[src/rtl/kernel_pkg.sv]
// rtl/kernel_pkg.sv - shared constants, sequencer state encoding and result clamp helper
//
// Purpose: common definitions for the 3x3 convolution window sequencer.
//   PIX_W           pixel width in bits
//   KSEL_*          kernel select codes presented to the convolution kernel
//   seq_state_t     sequencer FSM states
//   clamp_u8()      saturates a signed 16-bit kernel result into an unsigned pixel
package kernel_pkg;

  localparam int PIX_W = 8;

  localparam logic [1:0] KSEL_BLUR      = 2'b00;
  localparam logic [1:0] KSEL_SHARPEN   = 2'b01;
  localparam logic [1:0] KSEL_OVERSHARP = 2'b10;

  typedef enum logic [2:0] {
    IDLE  = 3'd0,
    PRIME = 3'd1,
    SLIDE = 3'd2,
    LAST  = 3'd3,
    EXEC  = 3'd4,
    WRITE = 3'd5,
    DONE  = 3'd6
  } seq_state_t;

  function automatic logic [PIX_W-1:0] clamp_u8(input logic signed [15:0] v);
    if (v < 16'sd0) begin
      clamp_u8 = '0;
    end else if (v > 16'sd255) begin
      clamp_u8 = '1;
    end else begin
      clamp_u8 = v[PIX_W-1:0];
    end
  endfunction

endpackage

[src/rtl/kernel_window_regs.sv]
// rtl/kernel_window_regs.sv - 3x3 pixel register file feeding the convolution kernel
//
// Purpose: holds the current 3x3 window. A cell is written by (row,col); a shift
// strobe moves every row one column left so a new right column can be streamed in.
// Ports:
//   clk_i        clock
//   rst_i        synchronous active-high reset, clears every cell
//   shift_i      col0<=col1, col1<=col2 on all three rows
//   load_i       write load_data_i into cell (load_row_i, load_col_i)
//   load_row_i   row index 0..2 (0 = top)
//   load_col_i   column index 0..2 (0 = left)
//   load_data_i  pixel to store
//   win_row_o    packed rows; [r][7:0] = left column, [r][23:16] = right column
module kernel_window_regs
  import kernel_pkg::*;
(
  input  logic                     clk_i,
  input  logic                     rst_i,
  input  logic                     shift_i,
  input  logic                     load_i,
  input  logic [1:0]               load_row_i,
  input  logic [1:0]               load_col_i,
  input  logic [PIX_W-1:0]         load_data_i,
  output logic [2:0][3*PIX_W-1:0]  win_row_o
);

  logic [PIX_W-1:0] pix_q [3][3];
  logic [PIX_W-1:0] pix_d [3][3];

  // A load in the same cycle as a shift lands after the shift.
  always_comb begin
    pix_d = pix_q;
    if (shift_i) begin
      for (int r = 0; r < 3; r++) begin
        pix_d[r][0] = pix_q[r][1];
        pix_d[r][1] = pix_q[r][2];
      end
    end
    if (load_i) begin
      pix_d[load_row_i][load_col_i] = load_data_i;
    end
  end

  always_ff @(posedge clk_i) begin
    if (rst_i) begin
      for (int r = 0; r < 3; r++) begin
        for (int c = 0; c < 3; c++) begin
          pix_q[r][c] <= '0;
        end
      end
    end else begin
      pix_q <= pix_d;
    end
  end

  always_comb begin
    for (int r = 0; r < 3; r++) begin
      win_row_o[r] = {pix_q[r][2], pix_q[r][1], pix_q[r][0]};
    end
  end

endmodule

[src/rtl/kernel_window_sequencer.sv]
// rtl/kernel_window_sequencer.sv - full-image 3x3 convolution sequencer around an external kernel
//
// Purpose: walks every interior pixel of the source image, builds its 3x3 window
// from 1-cycle-latency reads, lets the combinational kernel compute a result,
// clamps it to 8 bits and writes it to the destination image. Border pixels of
// the destination are never written.
// Ports:
//   clk, rst    clock, synchronous active-high reset
//   start       1-cycle job request, ignored unless idle
//   ksel_cfg    kernel select sampled with an accepted start
//   busy, done  job in progress / 1-cycle completion pulse
//   rd_en, rd_addr, rd_data   source read port (data one cycle after rd_en)
//   win_row     window rows to the kernel, [0] = top row
//   ksel        kernel select latched for the whole job
//   kresult     signed kernel result
//   wr_en, wr_addr, wr_data   destination write port
module kernel_window_sequencer
  import kernel_pkg::*;
#(
  parameter int                IMG_W    = 64,
  parameter int                IMG_H    = 64,
  parameter int                ADDR_W   = 16,
  parameter logic [ADDR_W-1:0] SRC_BASE = '0,
  parameter logic [ADDR_W-1:0] DST_BASE = ADDR_W'(16'h1000)
) (
  input  logic                     clk,
  input  logic                     rst,
  input  logic                     start,
  input  logic [1:0]               ksel_cfg,
  output logic                     busy,
  output logic                     done,
  output logic                     rd_en,
  output logic [ADDR_W-1:0]        rd_addr,
  input  logic [PIX_W-1:0]         rd_data,
  output logic [2:0][3*PIX_W-1:0]  win_row,
  output logic [1:0]               ksel,
  input  logic [15:0]              kresult,
  output logic                     wr_en,
  output logic [ADDR_W-1:0]        wr_addr,
  output logic [PIX_W-1:0]         wr_data
);

  if (IMG_W < 3 || IMG_H < 3) begin : g_bad_size
    $error("kernel_window_sequencer: IMG_W and IMG_H must both be at least 3");
  end

  localparam logic [ADDR_W-1:0] ROW_STEP = ADDR_W'(IMG_W);
  localparam logic [ADDR_W-1:0] X_STOP   = ADDR_W'(IMG_W - 2);
  localparam logic [ADDR_W-1:0] Y_STOP   = ADDR_W'(IMG_H - 2);

  seq_state_t        state_q, state_d;
  logic [1:0]        ksel_q, ksel_d;
  logic [ADDR_W-1:0] x_q, x_d;
  logic [ADDR_W-1:0] y_q, y_d;
  // Source addresses of window rows y-1, y, y+1 at column 0; stepped by IMG_W per row.
  logic [ADDR_W-1:0] rb_q [3];
  logic [ADDR_W-1:0] rb_d [3];
  logic [ADDR_W-1:0] dst_row_q, dst_row_d;
  logic [1:0]        rrow_q, rrow_d;
  logic [1:0]        rcol_q, rcol_d;
  logic [PIX_W-1:0]  res_q, res_d;

  // Remembers where the previous cycle's read belongs, so returning data lands in the right cell.
  logic              cap_v_q;
  logic [1:0]        cap_row_q;
  logic [1:0]        cap_col_q;

  logic [1:0]        ksel_norm;
  logic              win_shift;

  // Both 1x codes select over-sharp; latch the canonical code.
  assign ksel_norm = ksel_cfg[1] ? KSEL_OVERSHARP : (ksel_cfg[0] ? KSEL_SHARPEN : KSEL_BLUR);

  always_comb begin
    state_d   = state_q;
    ksel_d    = ksel_q;
    x_d       = x_q;
    y_d       = y_q;
    rb_d      = rb_q;
    dst_row_d = dst_row_q;
    rrow_d    = rrow_q;
    rcol_d    = rcol_q;
    res_d     = res_q;
    case (state_q)
      IDLE: begin
        if (start) begin
          state_d   = PRIME;
          ksel_d    = ksel_norm;
          x_d       = ADDR_W'(1);
          y_d       = ADDR_W'(1);
          rb_d[0]   = SRC_BASE;
          rb_d[1]   = SRC_BASE + ROW_STEP;
          rb_d[2]   = SRC_BASE + ROW_STEP + ROW_STEP;
          dst_row_d = DST_BASE + ROW_STEP;
          rrow_d    = 2'd0;
          rcol_d    = 2'd0;
        end
      end
      // Column-major: rows advance fastest, so each column finishes before the next.
      PRIME: begin
        if (rrow_q == 2'd2) begin
          rrow_d = 2'd0;
          if (rcol_q == 2'd2) begin
            state_d = LAST;
          end else begin
            rcol_d = rcol_q + 2'd1;
          end
        end else begin
          rrow_d = rrow_q + 2'd1;
        end
      end
      SLIDE: begin
        if (rrow_q == 2'd2) begin
          rrow_d  = 2'd0;
          state_d = LAST;
        end else begin
          rrow_d = rrow_q + 2'd1;
        end
      end
      LAST: state_d = EXEC;
      EXEC: begin
        res_d   = clamp_u8($signed(kresult));
        state_d = WRITE;
      end
      WRITE: begin
        if (x_q < X_STOP) begin
          x_d     = x_q + ADDR_W'(1);
          rrow_d  = 2'd0;
          rcol_d  = 2'd2;
          state_d = SLIDE;
        end else if (y_q < Y_STOP) begin
          x_d       = ADDR_W'(1);
          y_d       = y_q + ADDR_W'(1);
          rb_d[0]   = rb_q[1];
          rb_d[1]   = rb_q[2];
          rb_d[2]   = rb_q[2] + ROW_STEP;
          dst_row_d = dst_row_q + ROW_STEP;
          rrow_d    = 2'd0;
          rcol_d    = 2'd0;
          state_d   = PRIME;
        end else begin
          state_d = DONE;
        end
      end
      DONE:    state_d = IDLE;
      default: state_d = IDLE;
    endcase
  end

  always_ff @(posedge clk) begin
    if (rst) begin
      state_q   <= IDLE;
      ksel_q    <= '0;
      x_q       <= '0;
      y_q       <= '0;
      for (int i = 0; i < 3; i++) begin
        rb_q[i] <= '0;
      end
      dst_row_q <= '0;
      rrow_q    <= '0;
      rcol_q    <= '0;
      res_q     <= '0;
      cap_v_q   <= 1'b0;
      cap_row_q <= '0;
      cap_col_q <= '0;
    end else begin
      state_q   <= state_d;
      ksel_q    <= ksel_d;
      x_q       <= x_d;
      y_q       <= y_d;
      rb_q      <= rb_d;
      dst_row_q <= dst_row_d;
      rrow_q    <= rrow_d;
      rcol_q    <= rcol_d;
      res_q     <= res_d;
      cap_v_q   <= rd_en;
      cap_row_q <= rrow_q;
      cap_col_q <= rcol_q;
    end
  end

  // Shift once as a slide begins; the first new-column pixel arrives a cycle later.
  assign win_shift = (state_q == SLIDE) && (rrow_q == 2'd0);

  kernel_window_regs u_window (
    .clk_i       (clk),
    .rst_i       (rst),
    .shift_i     (win_shift),
    .load_i      (cap_v_q),
    .load_row_i  (cap_row_q),
    .load_col_i  (cap_col_q),
    .load_data_i (rd_data),
    .win_row_o   (win_row)
  );

  assign busy    = (state_q != IDLE);
  assign done    = (state_q == DONE);
  assign rd_en   = (state_q == PRIME) || (state_q == SLIDE);
  assign rd_addr = rd_en ? (rb_q[rrow_q] + x_q + ADDR_W'(rcol_q) - ADDR_W'(1)) : '0;
  assign wr_en   = (state_q == WRITE);
  assign wr_addr = wr_en ? (dst_row_q + x_q) : '0;
  assign wr_data = res_q;
  assign ksel    = ksel_q;

endmodule

[config.mk]
export PLATFORM = sky130hd
export DESIGN_NAME = kernel_window_sequencer
export DESIGN_NICKNAME = d
export VERILOG_FILES = /design/src/rtl/kernel_pkg.sv /design/src/rtl/kernel_window_regs.sv /design/src/rtl/kernel_window_sequencer.sv
export SDC_FILE = /design/constraint.sdc
export NUM_CORES = 1
export LEC_CHECK = 0
export CELL_PAD_IN_SITES_DETAIL_PLACEMENT = 1
export CELL_PAD_IN_SITES_GLOBAL_PLACEMENT = 2
export CORE_ASPECT_RATIO = 0.75
export CORE_UTILIZATION = 32
export CTS_BUF_LIST = sky130_fd_sc_hd__clkbuf_4 sky130_fd_sc_hd__clkbuf_8 sky130_fd_sc_hd__clkbuf_16
export DETAILED_ROUTE_END_ITERATION = 6
export GPL_TIMING_DRIVEN = 0
export PLACE_DENSITY_LB_ADDON = 0.1
export SLEW_MARGIN = 40
export SYNTH_ARGS = -nofsm -noshare
export SYNTH_HDL_FRONTEND = slang
export SYNTH_SLANG_ARGS = --single-unit
[constraint.sdc]
create_clock -name clk -period 4.75 [get_ports clk]
set_clock_uncertainty 0.2 [all_clocks]
set_input_delay 0.7125 -clock clk [delete_from_list [all_inputs] [get_ports clk]]
set_output_delay 0.7125 -clock clk [all_outputs]
set_load 0.005 [all_outputs]
# After elaboration in Yosys (flattened, before gate mapping)
# Index checks and enable logic that the tools add are counted.
# op_classes
n_addsub,10
n_lt_le_gt_ge,9
eq_ne,16
muxes,49
bitwise,3
reduce_logical,17
# op_table
operator,count
$mux W16,15
$mux W48,3
$pmux W16 S2,3
$pmux W48 S2,1
$bwmux W72,1
$mux W72,1
$demux W24 S2,1
$add A16 B1 Y16 const B,2
$add A16 B16 Y16,2
$add A16 B7 Y16 const B,2
$bmux W16 S2,1
$lt A16 B6 Y1 const B,2
$mux W24,1
$mux W8,3
$mux W3,6
$pmux W3 S6,1
$add A16 B2 Y16,1
$demux W8 S2,1
$gt A16 B9 Y1 const B,1
$lt A16 B1 Y1 const B,1
$mux W2,8
$sub A16 B1 Y16 const B,1
$ne A2 B2 Y1 const B,6
$pmux W2 S3,2
other kinds (22),38
# word_totals
register_bits,190

# Logic depth before layout (Yosys ltp)
# logic_depth
word_depth,9
ltp_mapped,15
ltp_nobuf,12

# Hierarchy
# A second synthesis with hierarchy kept.
# unflattened
cells_unflattened,1082
area_unflattened_um2,9405.3
# modules_own_cells
mod,instances,cells_each,area_each_um2,seq_area_each_um2
kernel_window_sequencer,1,765,5989.5,1881.8
kernel_window_regs,1,317,3415.8,1441.4

# Worst setup path before layout
# Ideal clock, no wire load.
# synth_timing
path_type,reg-to-output
start,register rrow_q[0]
end,output rd_addr[15]
arrival_ns,3.388
t_required_ns,3.838
path_slack_ns,0.449
path_stages_with_launch,15
path_buffers,3
cell_sequence,dfxtp_1 > clkbuf_1 > clkbuf_1 > clkbuf_1 > o22a_1 > ha_1 > inv_1 > ha_1 > ha_1 > nand3_1 > o211ai_1 > o41ai_1 > o21ai_0 > xnor2_1 > nor2_1
# synth_between
elab_chain_len,8
# synth_rtl
element,line_no,source
from (decl),kernel_window_sequencer.sv:59,"logic [1:0] rrow_q, rrow_d;"
from (signal assigned),kernel_window_sequencer.sv:173,rrow_q <= rrow_d;
$not A2 Y3 (implied by the code),kernel_window_sequencer.sv:199,assign rd_addr = rd_en ? (rb_q[rrow_q] + x_q + ADDR_W'(rcol_q) - ADDR_W'(1)) : '0;
$bmux W16 S2,kernel_window_sequencer.sv:199,
$mux W16 (implied by the code) (2 in a row),kernel_window_sequencer.sv:199,
$add A16 B16 Y16,kernel_window_sequencer.sv:199,
$add A16 B2 Y16,kernel_window_sequencer.sv:199,
$sub A16 B1 Y16,kernel_window_sequencer.sv:199,
$mux W16,kernel_window_sequencer.sv:199,
to (decl),kernel_window_sequencer.sv:33,"output logic [ADDR_W-1:0] rd_addr,"
# Every way passes these cells. The select of a mux whose other input is x is not followed.

# Worst setup path in the final report
# layout_timing
start,register rrow_q[0]
end,output rd_addr[9]
# Same word-level chain as after synthesis.

==> results by group <==
Outcome
  – Status: complete, but fails checks
  – Failing checks: DRC

Worst setup path
  – FF-to-FF path depth: 8
  – R2R setup slack: 2.09 ns
  – Crit path largest cell delay: 0.46 ns
  – Required time of the critical path: 3.84 ns
  – Crit path launch type: flop
  – Largest fanout on the critical path: 10
  – Critical R2R Capture: x_q[6]$_SDFFE_PP0P_
  – FF-to-FF Start: state_q[0]$_SDFFE_PP0P_
  – Worst setup EP type: primary output
  – Critical path type: flop to primary output
  – Slowest-stage cell, CP: clkdlybuf4s50_1
  – CP cell instances: clkbuf_16 > clkbuf_8 > o22a_4 > ha_1 > inv_2 > ha_4 > ha_4 > nand3_1 > o211ai_1 > buf_4 > o41ai_4 > buf_4 > xor2_1 > nor2_1 > clkdlybuf4s50_1
  – Crit path DAT: 3.67 ns

Placement
  – Hpwl dp: 22.2 mm
  – DP Area: 10600 µm²
  – # placed instances: 1534
  – Routability Congestion: 0.830
  – PortBufs: 136

Power
  – Power Density: 301 nW/µm²
  – Sw frac: 0.280
  – Worst vdd ir: 0.000278 V
  – Comb pwr share: 0.168
  – Clock power share: 0.412
  – Cell internal pwr: 2480 µW
  – Register share of total power: 0.420
  – Leak: 0.00457 µW
  – Switch Pwr: 963 µW

Global route
  – Vias in the first global route: 7941
  – First-pass GRT wire length: 45.9 mm
  – Pin count of the biggest net entering global routing: 17
  – Total GRT Usage: 0.210
  – Overflow after GRT: 0
  – Initial antenna violation count: 0

Clocking
  – CTS Hold Bufs: 0
  – Number of clock sinks: 166
  – Worst-path clk slew: 0.07 ns
  – Cts bufs inserted: 17
  – Worst-Skew Late Latency: 0.44 ns
  – CTS tree: built
  – CTS Buffer Depth: 2
  – CTS root buf: clkbuf_16
  – H-tree depth: 4

Yosys
  – Syn_area_per_cell: 8.43 µm²
  – Commonest cells in the netlist: nor2_1, dfxtp_1, nand2_1, mux2i_1, a211oi_1
  – Post-Synth Adder-Cell Area: 0.0857
  – Yosys Warn Count: 0
  – Top cells by area, synth: dfxtp_1, mux2i_1, ha_1
  – Ys async rst share: 0
  – Mux contribution to synthesized area: 0.0958
  – EDFF count, synth: 0
  – Most used DFF post-synth: dfxtp_1
  – Sequential share of the synthesized area: 0.378
  – Mapped Area: 8790 µm²
  – Largest family of logic cells by synthesized area: simple AND/OR/NAND/NOR gates
  – Synth Area in XOR/XNOR: 0.0399
  – Yosys top cell by area: dfxtp_1
  – Most common cell in the netlist: nor2_1
  – Yosys reg bits: 166
  – Synth Area in Compound Gates: 0.139
  – Simple-gate share of the synthesized area: 0.207
  – Post-synthesis instance total: 1043
  – Netlist cell types: 59
  – Yosys top cell area share: 0.378

STA
  – Slew Viols, Final: 0
  – Final Critical Period: 4.58 ns
  – Slew HR: 0.465
  – Worst-Margin Slew: 0.802 ns
  – Fin crit share: 0.965
  – Final setup fails: 0
  – Max Fclk: 0.218 GHz
  – Final Hold Viols: 0

Drt
  – Iteration-0 DRC Markers: 394
  – Via count: 7908
  – Drt pass-1 iters: 6
  – Final ANT Viol Nets: 0
  – Vias per cell: 5.04
  – Final wirelength: 29.1 mm
  – # DRC: 11
  – Wire length per cell: 18.5 µm

Final layout
  – Layout Nets: 1293
  – P&R area growth vs syn: 30.0%
  – Post-route cell area: 11400 µm²
  – FILL cells: 3165
  – Fraction of layout cells with a size suffix above 1: 0.0805
  – Fin cells: 1569
  – Antenna diodes: 0

Floorplan
  – Io pins: 147
  – Initial Util: 0.325
  – Core Area: 27000 µm²
  – Die Width: 193 µm
  – Die area: 28100 µm²
  – Cell Rows: 52
  – Die Y: 146 µm

Job
  – Max cap viols: 0

Min path
  – Hold Crit Class: flop to flop
  – Hold_sp: rb_q[46]$_SDFFE_PP0P_
  – Hold Path Sink: rb_q[46]$_SDFFE_PP0P_
  – Worst Hold Depth: 2
-- power groups by stage --
stage          clock (µW)  combinational [µW]  sequential [µW]
2_1_floorplan           0                 305             1470
4_1_cts              1460                 558             1450
3_3_place_gp            0                 517             1470
3_5_place_dp            0                 522             1470
5_1_grt              1520                 637             1450
6_report             1420                 578             1450
-- layer usage --
metal | vias to the layer above | GRT usage | wire [µm]
met3 | 18 | 0.0371 | 1140
met2 | 142 | 0.302 | 11900
li1 | 3931 | - | -
met5 | - | 0 | 0
met1 | 3817 | 0.321 | 15800
met4 | 0 | 0.0472 | 273
-- registers in the layout (all words and copies together) (netlist names) --
signal and count:
u_window.win_row_o 72, rb_q 30, x_q 16, y_q 16
dst_row_q 10, wr_data 8, state_q 3, cap_col_q 2
cap_row_q 2, ksel 2, rcol_q 2, rrow_q 2
cap_v_q 1
-- through the flow --
step / hold WS, ns / util / worst slack (ns) / total power [µW] / setup TNS (ns)
2_1_floorplan: 0.230 / - / 0.449 / 1770 / 0
3_3_place_gp: 0.239 / 0.393 / -1.35 / 1990 / -9.21
3_5_place_dp: 0.245 / 0.393 / -0.990 / 2000 / -7.40
4_1_cts: 0.254 / 0.420 / 0.00753 / 3460 / 0
5_1_grt: 0.278 / 0.423 / -0.0142 / 3610 / -0.0142
6_report: 0.255 / 0.423 / 0.168 / 3440 / 0
-- critical path, delay by kind of cell, from the launching register on --
kind                       cells  cell delay, ns
buffers and inverters          6            1.22
adders and majority gates      3            0.78
AOI/OAI and AO/OA              3            0.62
DFF                            1            0.36
xor gates and xnor gates       1            0.14
and+or+nand+nor                2            0.13
-- cell type report --
class                   count  area, µm²  area share
well taps                 351        439      0.0384
plain buffers              62        298      0.0261
inverters                  54        203      0.0177
clock inverters            13        149      0.0130
multi-input cells         761       5150       0.450
clock buffers              19        447      0.0391
repair buffers            143       1410       0.124
flip-flops and latches    166       3330       0.292
-- worst max path at each step --
stage                      startpoint          end  depth (start not counted)
2_1_floorplan  rrow_q[0]$_SDFFE_PP0P_  rd_addr[15]                         14
3_3_place_gp   rrow_q[0]$_SDFFE_PP0P_  rd_addr[15]                         15
3_5_place_dp   rrow_q[0]$_SDFFE_PP0P_  rd_addr[15]                         15
4_1_cts        rrow_q[0]$_SDFFE_PP0P_  rd_addr[15]                         16
5_1_grt        rrow_q[0]$_SDFFE_PP0P_  rd_addr[15]                         17
6_report       rrow_q[0]$_SDFFE_PP0P_   rd_addr[9]                         15
-- cells in the final DEF, fill, tap and decap left out, types with 5 or more instances in the layout --
cell	instances
o21a_1	5
ha_1	49
nand3_1	14
buf_4	7
nand2_1	83
a21oi_1	52
nor3_1	30
a211oi_1	60
xnor2_1	30
clkdlybuf4s50_1	133
xor2_1	10
nand4_1	17
conb_1	6
buf_1	10
nor2_1	185
nor2b_1	5
a21o_1	6
nand2b_1	8
buf_2	16
and2_1	12
o21ai_1	6
clkbuf_16	18
nor4_1	11
o22a_1	7
or3_1	6
o21ai_0	13
mux2i_1	83
clkbuf_1	32
inv_1	51
dfxtp_1	163
-- kinds of logic after synthesis --
group	after synthesis
flip-flops	166
other	2
buffers and inverters	120
multiplexers	84
XOR/XNOR	40
AO/OA/AOI/OAI	180
AND/OR/NAND/NOR	392
adder cells (fa/ha/maj)	59
-- repair_timing --
action                     4_1_cts  5_1_grt
resized for setup               35       17
setup endpoints to repair       10        6
pin swaps                        7        6
cloned                           0        0
buffers inserted                 4        3
Note: power is estimated with default switching activity, not from simulation.
